## src/rtl/fetch_pkg.sv

```systemverilog
// Shared types and constants for the RV32I instruction-fetch stage.
// Latency: n/a (package only).
// Backpressure: n/a (package only).
package fetch_pkg;

   localparam int          FETCH_XLEN     = 32;
   localparam logic [31:0] NOP_INSTR      = 32'h0000_0013;  // addi x0, x0, 0
   localparam logic [31:0] FETCH_RESET_PC = 32'h0000_0000;

   // Contents of the IF/ID pipeline register.
   typedef struct packed {
      logic [31:0]           instr;
      logic [FETCH_XLEN-1:0] pc;
      logic [FETCH_XLEN-1:0] pc_plus4;
   } if_id_t;

   // Bubble loaded on reset and on flush.
   localparam if_id_t IF_ID_NOP = '{instr: NOP_INSTR, pc: '0, pc_plus4: '0};

endpackage

```

## src/rtl/if_id_reg.sv

```systemverilog
// IF/ID pipeline register holding {instr, pc, pc_plus4}.
// Latency: 1 cycle from i_d to o_q.
// Backpressure: i_stall holds contents; i_flush loads a NOP bubble and wins over i_stall.
//
// Ports:
//   i_clk    rising-edge clock
//   i_rst_n  asynchronous active-low reset (loads the NOP bubble)
//   i_stall  hold current contents
//   i_flush  load the NOP bubble
//   i_d      next contents from fetch
//   o_q      registered contents to decode
module if_id_reg
   import fetch_pkg::*;
(
   input  logic   i_clk,
   input  logic   i_rst_n,
   input  logic   i_stall,
   input  logic   i_flush,
   input  if_id_t i_d,
   output if_id_t o_q
);

   if_id_t r_q;

   always_ff @(posedge i_clk or negedge i_rst_n) begin
      if (!i_rst_n) begin
         r_q <= IF_ID_NOP;
      end else if (i_flush) begin
         // Flush outranks stall so a squashed wrong-path instruction never survives.
         r_q <= IF_ID_NOP;
      end else if (!i_stall) begin
         r_q <= i_d;
      end
   end

   assign o_q = r_q;

endmodule

```

## src/rtl/fetch_pipe.sv

```systemverilog
// RV32I fetch stage: PC register, PC+4 adder, next-PC mux and IF/ID register.
// Latency: PCF->PCPlus4F combinational; InstrF/PCF/PCPlus4F reach the D outputs 1 cycle later.
// Backpressure: StallF holds the PC (redirect still wins); StallD holds IF/ID, FlushD bubbles it.
//
// Ports:
//   clk, reset          clock and asynchronous reset (reset is active-low)
//   StallF, StallD      hold PC / hold IF/ID register
//   FlushD              load a NOP bubble into IF/ID
//   PCSrcE, PCTargetE   execute-stage redirect request and target (used unaligned as given)
//   InstrF              instruction from imem at PCF, same cycle
//   PCF, PCPlus4F       current fetch address and its successor
//   InstrD, PCD, PCPlus4D  IF/ID register outputs
//
// Build option: define FETCH_TRACE_EN for a simulation-only per-cycle fetch trace.
module fetch_pipe
   import fetch_pkg::*;
#(
   parameter int              XLEN     = FETCH_XLEN,
   parameter logic [XLEN-1:0] RESET_PC = XLEN'(FETCH_RESET_PC)
) (
   input  logic            clk,
   input  logic            reset,
   input  logic            StallF,
   input  logic            StallD,
   input  logic            FlushD,
   input  logic            PCSrcE,
   input  logic [XLEN-1:0] PCTargetE,
   input  logic [31:0]     InstrF,
   output logic [XLEN-1:0] PCF,
   output logic [XLEN-1:0] PCPlus4F,
   output logic [31:0]     InstrD,
   output logic [XLEN-1:0] PCD,
   output logic [XLEN-1:0] PCPlus4D
);

   logic [XLEN-1:0] r_pc;
   logic [XLEN-1:0] w_pc_plus4;
   logic [XLEN-1:0] w_pc_next;
   if_id_t          w_if_d;
   if_id_t          w_if_q;

   // Wraps modulo 2^XLEN by construction of the adder width.
   assign w_pc_plus4 = r_pc + XLEN'(4);
   assign w_pc_next  = PCSrcE ? PCTargetE : w_pc_plus4;

   // A redirect must land even while fetch is stalled, otherwise the
   // control-flow change issued from execute would be lost.
   always_ff @(posedge clk or negedge reset) begin
      if (!reset) begin
         r_pc <= RESET_PC;
      end else if (PCSrcE || !StallF) begin
         r_pc <= w_pc_next;
      end
   end

   assign w_if_d.instr    = InstrF;
   assign w_if_d.pc       = r_pc;
   assign w_if_d.pc_plus4 = w_pc_plus4;

   if_id_reg u_if_id_reg (
      .i_clk   (clk),
      .i_rst_n (reset),
      .i_stall (StallD),
      .i_flush (FlushD),
      .i_d     (w_if_d),
      .o_q     (w_if_q)
   );

   assign PCF      = r_pc;
   assign PCPlus4F = w_pc_plus4;
   assign InstrD   = w_if_q.instr;
   assign PCD      = w_if_q.pc;
   assign PCPlus4D = w_if_q.pc_plus4;

`ifdef FETCH_TRACE_EN
   initial $display("Time PCF PCD InstrF InstrD");
   always @(posedge clk) begin
      $display("%0t %0d %0d %h %h", $time, PCF, PCD, InstrF, InstrD);
   end
`endif

endmodule

```

## config.mk

```make
export PLATFORM = sky130hd
export DESIGN_NAME = fetch_pipe
export DESIGN_NICKNAME = d
export VERILOG_FILES = /design/src/rtl/fetch_pkg.sv /design/src/rtl/if_id_reg.sv /design/src/rtl/fetch_pipe.sv
export SDC_FILE = /design/constraint.sdc
export NUM_CORES = 1
export LEC_CHECK = 0
export CORE_AREA = 2 2 120 122
export CTS_CLUSTER_SIZE = 24
export DETAILED_ROUTE_END_ITERATION = 7
export DIE_AREA = 0 0 122 124
export PLACE_DENSITY_LB_ADDON = 0.2
export REMOVE_ABC_BUFFERS = 1
export SYNTH_ARGS = -nofsm -noshare
export SYNTH_HDL_FRONTEND = slang
export SYNTH_SLANG_ARGS = --single-unit
```

## constraint.sdc

```tcl
create_clock -name clk -period 3.15 [get_ports clk]
set_input_delay 0.315 -clock clk [delete_from_list [all_inputs] [get_ports clk]]
set_output_delay 0.315 -clock clk [all_outputs]
set_load 0.1 [all_outputs]
```

Word level (Yosys, flattened, before mapping):

Index checks and enable logic that the tools add are counted.

* bits in registers: 128
* input bits: 70
* output and inout port bits: 160
* logic and storage cells: 11

* add/subtract/negate cells: 1
* equal/unequal tests: 1
* mux-type cells: 3
* reductions and logical operators: 2

Operators by type and width (number)
* $mux 96: 2
* $add 32x3->32 const B: 1
* $mux 32: 1
* $ne 2x1->1 const B: 1
* $logic_not 1->1: 1
* $logic_or 1x1->1: 1

Logic depth before layout (Yosys ltp):

* depth in word-level cells: 3
* mapped depth: 7
* gate-level depth less buffers: 6

Cells and area by module:

Synthesis repeated with hierarchy kept, for this count alone.

* cells, all modules: 602
* area, all modules: 6311.1 um^2

By module, submodules not included
* if_id_reg: times used 1, cells an instance 310, area each 3902.5 um^2, seq. area each 2406.1 um^2
* fetch_pipe: times used 1, cells an instance 292, area each 2408.6 um^2, seq. area each 800.8 um^2

Worst setup path after synthesis:

Ideal clock, no wire load.

* path kind: register to output
* start point: register r_pc[11], in the netlist PCF[11]
* end point: output PCPlus4F[31]
* data arrival time: 3658 ps
* required time: 2835 ps
* setup slack: -823 ps
* cell stages (with the launch flop): 7
* path buffers: 2
* path through: dfrtp_1 buf_2 nand4_2 buf_6 nor4_4 nand3_1 xnor2_1

* word-level cells in the longest chain between the ends: 1

RTL lines
* start, declared: line fetch_pipe.sv:36 `logic [XLEN-1:0] r_pc;`
* start signal, assigned: line fetch_pipe.sv:52 `r_pc <= w_pc_next;`
* $add 32x3->32: line fetch_pipe.sv:43 `assign w_pc_plus4 = r_pc + XLEN'(4);`
* end, declared: line fetch_pipe.sv:30 `output logic [XLEN-1:0] PCPlus4F,`

Every way passes these cells.

Worst setup path after layout:

* start point: register r_pc[3], in the netlist PCF[3]
* end point: output PCPlus4F[14]

The elaborated chain is that of the path after synthesis.

==> summary.txt <==
Outcome
  • Status: complete, no violations

Worst setup path
  • Critical Path Slowest Stage Cell: nor3_1
  • CP Cell Sequence: buf_4 > ha_1 > nand4_1 > nor3_1 > and3_1 > xor2_1 > buf_12
  • Critical Path AT: 2.66 ns
  • Buf+Inv Stages, Crit Path: 2
  • Crit path largest cell delay: 0.49 ns
  • CP endpoint kind: output pin
  • WS Path Type: flop to output pin
  • Reg2reg setup slack: 0.72 ns
  • CP max FO: 9
  • CP Launch Type: flop
  • Worst EP required: 2.83 ns
  • Worst path top cell family by delay: simple AND/OR/NAND/NOR gates

Synth
  • Synth cell types: 39
  • Syn avg cell area: 10.1 µm²
  • Syn Inst Count: 610
  • Syn Std Cell Area: 6140 µm²
  • Top FF cell, synth: dfrtp_1
  • Ys Warns: 0
  • Area contributors post-synth: dfrtp_1 50%, mux2i_1 11%, nor2_1 5.1%
  • Yosys top cell area share: 0.501
  • FFs w/ async S/R, synth: 1.00
  • Synth Register Bits: 126
  • Sequential element share of the synthesized area: 0.514
  • Post-synth EDFFs: 0
  • Largest area contributor in the netlist: dfrtp_1

Place
  • Placed Area: 8520 µm²
  • DP Wirelength: 12800 µm
  • GPL Wtd Cong: 0.855
  • # port buffers: 229

Global routing
  • Number of global-route vias before repair: 5091
  • Largest net degree at the start of global routing: 88
  • Initial antenna violation count: 0
  • Grt total ovfl: 0
  • GRT Max-Usage Layer: met2
  • Grt met1 use: 0.312
  • GRT Util Overall: 0.240
  • First-pass GRT wire length: 27600 µm
  • Met2 GRT Util: 0.392
  • GRT met3 Usage: 0.0714

CTS
  • Worst skew pair latency: 0.42 ns
  • H-tree Lvls: 4
  • Cell chosen for the clock root: clkbuf_16
  • TritonCTS Sinks: 126
  • Largest buffer count on any clock path: 2
  • Reg clk slew, reported paths: 0.06 ns
  • CTS tree: built
  • CTS buffer count: 17

Cells and area
  • Most frequent cells in the layout: 161 x clkdlybuf4s50_1, 123 x dfrtp_1, 84 x nor2_1
  • Final instance area: 9090 µm²
  • Layout cell share with drive strength beyond 1: 0.143
  • End-of-flow core utilization: 0.663
  • Final net count: 883
  • Syn-to-layout area delta: 48.1%
  • Most common cell after layout, fill and taps aside: clkdlybuf4s50_1
  • Antenna diodes: 0

Route
  • DR vias: 5205
  • DRT antenna net count: 0
  • Vias/cell: 5.18
  • DR iter-0 viols: 393
  • DRC viols: 0
  • Pre-Repair DR Iteration Count: 7
  • DR WL/cell: 17.9 µm
  • Final wirelength: 18000 µm

Die
  • I/O pin count: 230
  • Chip height: 124 µm
  • # rows: 43
  • CORE AREA: 13700 µm²
  • Die width: 122 µm
  • Die ar.: 15100 µm²
  • Initial core utilization: 0.448

Timing
  • Final Hold Vio Count: 0
  • Worst slew margin relative to its limit: 0.314
  • Pins Over Slew Limit: 0
  • Tcrit/Tclk final: 0.944
  • Crit path time final: 2.97 ns
  • RSZ-0062 raised after global routing: no
  • Clk_skew: 0.00727 ns
  • Fmax: 336 MHz
  • Fin Setup TNS: 0 ns
  • Slew @ Worst Pin: 1.03 ns
  • Setup violations, final: 0

Power
  • PwrDens: 634 nW/µm²
  • Maximum vdd drop: 323 µV
  • Leakage: 4.05 nW
  • Pwr Total: 5.77 mW

Job
  • MaxCap Viol Count: 0

Worst hold path
  • HP Class: input port to flop
==> Yosys cell counts, types with 2 or more instances <==
library cell	instances
dfrtp_1	123
nor2_1	84
nand2_1	70
mux2i_1	69
xor2_1	31
o21a_1	30
o21ai_0	28
xnor2_1	26
clkbuf_1	25
nand3_1	19
nand4_1	14
nor3_1	12
a21oi_1	10
buf_1	9
buf_2	9
buf_4	7
inv_1	6
nor4_1	6
buf_6	4
or3_1	4
dfstp_2	3
clkinv_1	2
mux2_2	2
o21ai_1	2
==> state kept, by name, summed over array words and instances (netlist names) <==
name / count
PCF: 32
u_if_id_reg.o_q: 94
==> power by group <==
part           switching (mW)  total [mW]  internal (mW)
clock                   0.700        1.82           1.12
sequential              0.136        1.87           1.74
combinational            1.56        2.08          0.516
==> worst paths after layout <==
path,startpoint,to,cells after the start
hold reg to reg,u_if_id_reg.o_q[8]$_DFFE_PN0P_,u_if_id_reg.o_q[8]$_DFFE_PN0P_,2
max in group asynchronous,reset,u_if_id_reg.o_q[92]$_DFFE_PN0P_,3
min in group asynchronous,reset,u_if_id_reg.o_q[86]$_DFFE_PN0P_,2
hold / removal,StallD,u_if_id_reg.o_q[18]$_DFFE_PN0P_,3
setup reg to reg,PCF[3]$_DFFE_PN0N_,PCF[22]$_DFFE_PN0N_,7
setup / recovery,PCF[3]$_DFFE_PN0N_,PCPlus4F[14],7
==> cells by family (layout without fill, tap and decap cells) <==
family / Yosys count / in the layout / synth area share
DFF: 126 / 126 / 0.514
muxes: 71 / 71 / 0.116
buffers and inverters: 63 / 278 / 0.0497
AOI/OAI and AO/OA: 71 / 71 / 0.0709
xor gates and xnor gates: 57 / 57 / 0.0813
and+or+nand+nor: 221 / 221 / 0.166
adders and majority gates: 1 / 1 / 0.00204
==> timing repair <==
item / in CTS / in global routing
buffers inserted: 0 / 0
endpoints found under the hold margin: 23 / 0
setup endpoints to repair: 0 / 3
resized for setup: 0 / 1
hold buffers: 1 / 0
==> worst reg2reg max path: cells and delay by family, from the launching register on <==
kind / cells / cell delay, ns
and+or+nand+nor: 3 / 1.24
buffers and inverters: 1 / 0.15
AOI/OAI and AO/OA: 1 / 0.16
xor gates and xnor gates: 1 / 0.19
DFF: 1 / 0.32
adders and majority gates: 1 / 0.28
==> stage by stage <==
step	hold WS, ns	cells	setup WS (ns)
2_1_floorplan	0.0194	555	-0.928
3_3_place_gp	0.435	972	0.596
3_5_place_dp	0.429	972	0.526
4_1_cts	0.328	1005	0.0559
5_1_grt	0.361	1005	0.0115
6_report	0.345	1005	0.176
==> final cells by class <==
cell class	count	area, µm²
fill	1116	4630
sequential	126	3160
multi-input combinational	421	2690
timing repair buffer	238	2440
clock buffer	21	460
tap	180	225
clock inverter	11	92.6
inverter	8	30.0
==> per-layer routing <==
metal,vias to the layer above,part of all wire
met5,-,0
li1,2452,-
met1,2540,0.43
met3,6,0.074
met4,0,0.0057
met2,207,0.49
(Power assumes the default switching activity.)
